**src/rtl/tlb_miss_walker.sv**
```systemverilog
// tlb_miss_walker: Sv39 page-table walker answering TLB misses over a single-beat memory port.
// Define SVADU_EN to enable hardware A/D write-back of the held PTE on UpdateDA.

// state    | meaning
// IDLE     | waiting for TLBMiss (or UpdateDA with SVADU_EN)
// REQ      | PTE load issued at AdrReg for the current level
// WAIT_ACK | waiting for / decoding the load response
// LEAF     | one-cycle TLBWrite of the held PTE
// UPD_REQ  | A/D store of the held PTE (SVADU_EN only)
// FAULT    | one-cycle WalkFault
// ACCERR   | one-cycle WalkAccErr
module tlb_miss_walker #(
  parameter int PA_BITS = 56,
  parameter int VA_BITS = 39
) (
  input  logic               clk,
  input  logic               reset_n,
  input  logic               TLBMiss,
  input  logic               UpdateDA,
  input  logic               WriteAccess,
  input  logic [VA_BITS-1:0] VAdr,
  input  logic [43:0]        SATP_PPN,
  output logic               MemReq,
  output logic               MemWrite,
  output logic [PA_BITS-1:0] MemAdr,
  output logic [63:0]        MemWData,
  input  logic               MemAck,
  input  logic [63:0]        MemRData,
  input  logic               MemErr,
  output logic               HPTWStall,
  output logic               TLBWrite,
  output logic [63:0]        PTE,
  output logic [1:0]         PageType,
  output logic               WalkFault,
  output logic               WalkAccErr
);

  typedef enum logic [2:0] {IDLE, REQ, WAIT_ACK, LEAF, UPD_REQ, FAULT, ACCERR} state_t;

  state_t             state, state_nxt;
  logic [17:0]        vpn_q;
  logic [1:0]         level_q;
  logic [PA_BITS-1:0] adr_q;
  logic [63:0]        pte_q;
  logic               got_q, err_q;

  logic [63:0] pte_cur;
  logic        err_cur, resp, pte_bad, pte_leaf, misaligned, descend;
  logic [43:0] ppn_cur;
  logic [8:0]  vpn_nxt;
  logic [55:0] root_full, next_full;

  // A response may have been captured in REQ; WAIT_ACK then decodes the held copy.
  assign pte_cur    = got_q ? pte_q : MemRData;
  assign err_cur    = got_q ? err_q : MemErr;
  assign resp       = (state == WAIT_ACK) && (got_q || MemAck);
  assign ppn_cur    = pte_cur[53:10];
  assign pte_bad    = ~pte_cur[0] | (pte_cur[2] & ~pte_cur[1]);
  assign pte_leaf   = pte_cur[1] | pte_cur[3];
  assign misaligned = ((level_q == 2'd2) && (ppn_cur[17:0] != 18'd0)) ||
                      ((level_q == 2'd1) && (ppn_cur[8:0] != 9'd0));
  assign descend    = ~err_cur & ~pte_bad & ~pte_leaf & (level_q != 2'd0);
  assign vpn_nxt    = (level_q == 2'd2) ? vpn_q[17:9] : vpn_q[8:0];
  assign root_full  = {SATP_PPN, VAdr[38:30], 3'b000};
  assign next_full  = {ppn_cur, vpn_nxt, 3'b000};

`ifdef SVADU_EN
  logic wr_q;
  logic unused_in;
  assign unused_in = ^{VAdr[11:0], pte_cur[63:54], pte_cur[9:4]};
  assign MemWData  = pte_q | 64'h40 | {56'h0, wr_q, 7'h0};
  assign MemWrite  = (state == UPD_REQ);
`else
  logic unused_in;
  assign unused_in = ^{UpdateDA, WriteAccess, VAdr[11:0], pte_cur[63:54], pte_cur[9:4]};
  assign MemWData  = 64'h0;
  assign MemWrite  = 1'b0;
`endif

  always_ff @(posedge clk or negedge reset_n) begin
    if (!reset_n) state <= IDLE;
    else          state <= state_nxt;
  end

  always_comb begin
    state_nxt = state;
    case (state)
      IDLE: begin
        if (TLBMiss) state_nxt = REQ;
`ifdef SVADU_EN
        else if (UpdateDA) state_nxt = UPD_REQ;
`endif
      end
      REQ: state_nxt = WAIT_ACK;
      WAIT_ACK: begin
        if (resp) begin
          if (err_cur)       state_nxt = ACCERR;
          else if (pte_bad)  state_nxt = FAULT;
          else if (pte_leaf) state_nxt = misaligned ? FAULT : LEAF;
          else if (!descend) state_nxt = FAULT;
          else               state_nxt = REQ;
        end
      end
      UPD_REQ: if (MemAck) state_nxt = MemErr ? ACCERR : LEAF;
      default: state_nxt = IDLE;
    endcase
  end

  always_ff @(posedge clk or negedge reset_n) begin
    if (!reset_n) begin
      vpn_q   <= '0;
      level_q <= '0;
      adr_q   <= '0;
      pte_q   <= '0;
      got_q   <= 1'b0;
      err_q   <= 1'b0;
`ifdef SVADU_EN
      wr_q    <= 1'b0;
`endif
    end else begin
      case (state)
        IDLE: begin
          if (TLBMiss) begin
            vpn_q   <= VAdr[29:12];
            level_q <= 2'd2;
            adr_q   <= root_full[PA_BITS-1:0];
            got_q   <= 1'b0;
            err_q   <= 1'b0;
          end
`ifdef SVADU_EN
          if (TLBMiss || UpdateDA) wr_q <= WriteAccess;
`endif
        end
        REQ: begin
          if (MemAck) begin
            got_q <= 1'b1;
            err_q <= MemErr;
            if (!MemErr) pte_q <= MemRData;
          end
        end
        WAIT_ACK: begin
          if (resp) begin
            got_q <= 1'b0;
            if (!got_q && !MemErr) pte_q <= MemRData;
            if (descend) begin
              level_q <= level_q - 2'd1;
              adr_q   <= next_full[PA_BITS-1:0];
            end
          end
        end
`ifdef SVADU_EN
        UPD_REQ: if (MemAck && !MemErr) pte_q <= MemWData;
`endif
        default: ;
      endcase
    end
  end

  assign MemReq     = (state == REQ) || ((state == WAIT_ACK) && !got_q) || (state == UPD_REQ);
  assign MemAdr     = adr_q;
  assign HPTWStall  = (state != IDLE);
  assign TLBWrite   = (state == LEAF);
  assign PTE        = (state == LEAF) ? pte_q : 64'h0;
  assign PageType   = (state == LEAF) ? level_q : 2'd0;
  assign WalkFault  = (state == FAULT);
  assign WalkAccErr = (state == ACCERR);

endmodule

```
**config.mk**
```make
export PLATFORM = sky130hd
export DESIGN_NAME = tlb_miss_walker
export DESIGN_NICKNAME = d
export VERILOG_FILES = /design/src/rtl/tlb_miss_walker.sv
export SDC_FILE = /design/constraint.sdc
export NUM_CORES = 1
export LEC_CHECK = 0
export ABC_AREA = 0
export BUFFER_PORTS_ARGS = -buffer_cell sky130_fd_sc_hd__buf_2
export CORE_AREA = 2 2 136 138
export DETAILED_ROUTE_END_ITERATION = 10
export DIE_AREA = 0 0 138 140
export GPL_ROUTABILITY_DRIVEN = 0
export PLACE_DENSITY = 0.73
export SETUP_SLACK_MARGIN = 0.1
export SYNTH_ARGS = -nofsm -noshare
export SYNTH_HDL_FRONTEND = slang
export SYNTH_SLANG_ARGS = --single-unit
```
**constraint.sdc**
```tcl
create_clock -name clk -period 4.2 [get_ports clk]
set_input_delay 0.84 -clock clk [delete_from_list [all_inputs] [get_ports clk]]
set_output_delay 0.84 -clock clk [all_outputs]
set_load 0.005 [all_outputs]
```
==> results.yml <==
global_routing:
  use_met1: 0.250
  grt_pass1_wl_mm: 31.2
  grtUsageTotal: 0.202
  grt-busiest-layer: "met2"
  grt_overflow: 0
  gr-usage-met2: 0.338
  grt_max_degree: 68
  antenna_found_initial: 1
  grt.met3_usage: 0.0523
  grt_pass1_vias: 6009
setup_path:
  slowest_delay_ps: 600
  cp.depth: 5
  cp-start-kind: "flip-flop"
  critical_path_class: "reg -> out"
  cp.required_ps: 3360
  crit_buf_inv: 2
  r2r_cells: 6
  critPathSlowestCell: "dfrtp_1"
  rrSetupSlack_ps: 1290
  cp-endpoint: "PTE[12]"
  worstReg2RegEnd: "level_q[1]$_DFFE_PN0P_"
  cp_max_fo: 42
  crit_arrival_ps: 2450
  cp_cell_sequence: "nand2_1, nor2_4, buf_4, and2_1, buf_2"
  cp_top_family: "simple AND/OR/NAND/NOR gates"
  crit_path_start: "state[1]$_DFFE_PN0P_"
  endpoint_kind: "primary output"
  rr_startpoint: "got_q$_DFFE_PN0P_"
timing:
  fin_setup_tns_ps: 0
  max_freq_mhz: 304
  period_minus_slack_ps: 3290
  tightest_slew_ps: 886
  skew_ps: 8.96
  slew_headroom: 0.409
  fin_hold_ws_ps: 412
  drv_slew: 0
  rsz0062_at_grt: "no"
  setup_viol: 0
  finalHoldViolCount: 0
  postLayoutSetupSlackWorst_ps: 906
  fin_crit_sh: 0.784
routing:
  ant_nets: 0
  via_count: 5927
  drt_iter0_markers: 249
  wl_per_cell_um: 15.5
  viasPerCell: 4.76
  routed_wl_mm: 19.4
  firstDrtPassIters: 4
  route.detailed.drc: 0
synthesis:
  synth_edf_count: 0
  synth_area_sq_um: 8110
  synthTopCellsByCount: "142 x dfrtp_1, 107 x mux2i_1, 68 x buf_4"
  async_flop_share: 1.00
  synthTopCellsByArea: "dfrtp_1 44%, mux2i_1 13%, mux2_4 9.1%"
  yosysSeqAreaShare: 0.438
  yosys.area.top_type: "dfrtp_1"
  synth.avg_cell_area_sq_um: 10.7
  synth_cell_types: 37
  yosys_warnings: 0
  ys_seq_elements: 142
  synth.most_common_cell: "dfrtp_1"
  netlist.area_leader.share: 0.438
  ys.flop_type: "dfrtp_1"
  synth_cells: 758
final_layout:
  diodes: 0
  layout-drive-gt1-share: 0.385
  nNetsFinal: 1162
  fillers: 1584
  postLayoutCellArea_sq_um: 9940
  multiInputGateArea_sq_um: 3840
  area_growth_syn_to_layout_pct: 22.6
  seq_area_sq_um: 3560
cts:
  cts_made_buffers: 17
  cts_hold_buf: 0
  ctsResizeCount: 0
  cts.sinks: 142
  clockRootBuffer: "clkbuf_16"
  cts_tree: "yes"
  insertion_delay_ps: 420
  postCtsSetupBuffers: 0
  clk_path_buf_depth: 2
  clk_pin_slew_ps: 60
  htreeDepth: 4
hold_path:
  hold_path.class: "in -> async"
power_and_ir_drop:
  power_uw: 6820
  powerDensity_nw_per_um2: 686
  p_leak_uw: 0.00547
  ir_worst_vdd_v: 0.000323
floorplan:
  initial_core_util: 0.456
  dieHeight_um: 140
  ios: 346
  die_area_sq_um: 19300
  fp.dieW_um: 138
  rows: 49
  core_sq_um: 17800
placement:
  io_buffer_count: 263
  hpwl_mm: 13.8
  place_area_sq_um: 9320
  dp_slack_ps: 1260
run:
  cap_violations: 0
outcome:
  outcome: "finished clean"
[routing by layer]
layer	vias up	wire, um
li1	2883	-
met4	2	512
met5	-	13
met3	35	1030
met2	193	9570
met1	2814	8230
[through the flow]
stage	utilization	std cells
CTS	0.559	1245
finish	0.559	1245
global route	0.559	1245
floorplan	-	825
global placement	0.524	1215
detailed placement	0.524	1215
[cell usage in the layout (no fill, tap or decap), drive strengths merged, types with 2 or more instances in the layout]
cell type	n
and2	63
clkbuf	20
nand2	65
buf	272
bufinv	4
and3	3
nor3	9
o21ai	61
o21a	2
inv	60
nor4	5
ha	3
dfrtp	142
o211ai	2
a21oi	9
clkinv	5
nand3	2
nand2b	3
nor4b	2
mux2	83
mux2i	107
nor2	14
conb	68
[layout make-up]
type	instances	area share
multi-input cells	512	0.386
flip-flops and latches	142	0.358
repair buffers	272	0.142
clock buffers	20	0.0459
well taps	229	0.0288
inverters	60	0.0227
clock inverters	10	0.0165
[how the worst min path moves through the flow]
stage,startpoint,end,slack [ps],cells past startpoint
finish,reset_n,MemAdr[37]$_DFFE_PN0P_,410,1
global route,reset_n,MemAdr[43]$_DFFE_PN0P_,460,1
CTS,reset_n,pte_q[40]$_DFFE_PN0P_,430,1
floorplan,pte_q[2]$_DFFE_PN0P_,pte_q[2]$_DFFE_PN0P_,450,2
detailed placement,pte_q[2]$_DFFE_PN0P_,pte_q[2]$_DFFE_PN0P_,480,2
global placement,pte_q[2]$_DFFE_PN0P_,pte_q[2]$_DFFE_PN0P_,470,2
[flip-flops by register name (all words and copies together), names as in the netlist]
| signal | flops |
|---|---|
| pte_q | 64 |
| vpn_q | 18 |
| level_q | 2 |
| got_q | 1 |
| state | 3 |
| err_q | 1 |
| MemAdr | 53 |
[kinds of logic after synthesis]
logic type	count (synthesis)	synth area share
AOI/OAI and AO/OA	82	0.0574
adders and majority gates	3	0.00463
buffers and inverters	171	0.124
DFF	142	0.438
muxes	190	0.270
other	1	0.000462
and+or+nand+nor	169	0.106
[report_power, final]
group	switching, uW	internal, uW
sequential	502	2070
combinational	1230	1420
clock	582	1020
total	2310	4510
Note: power is estimated with default switching activity, not from simulation.
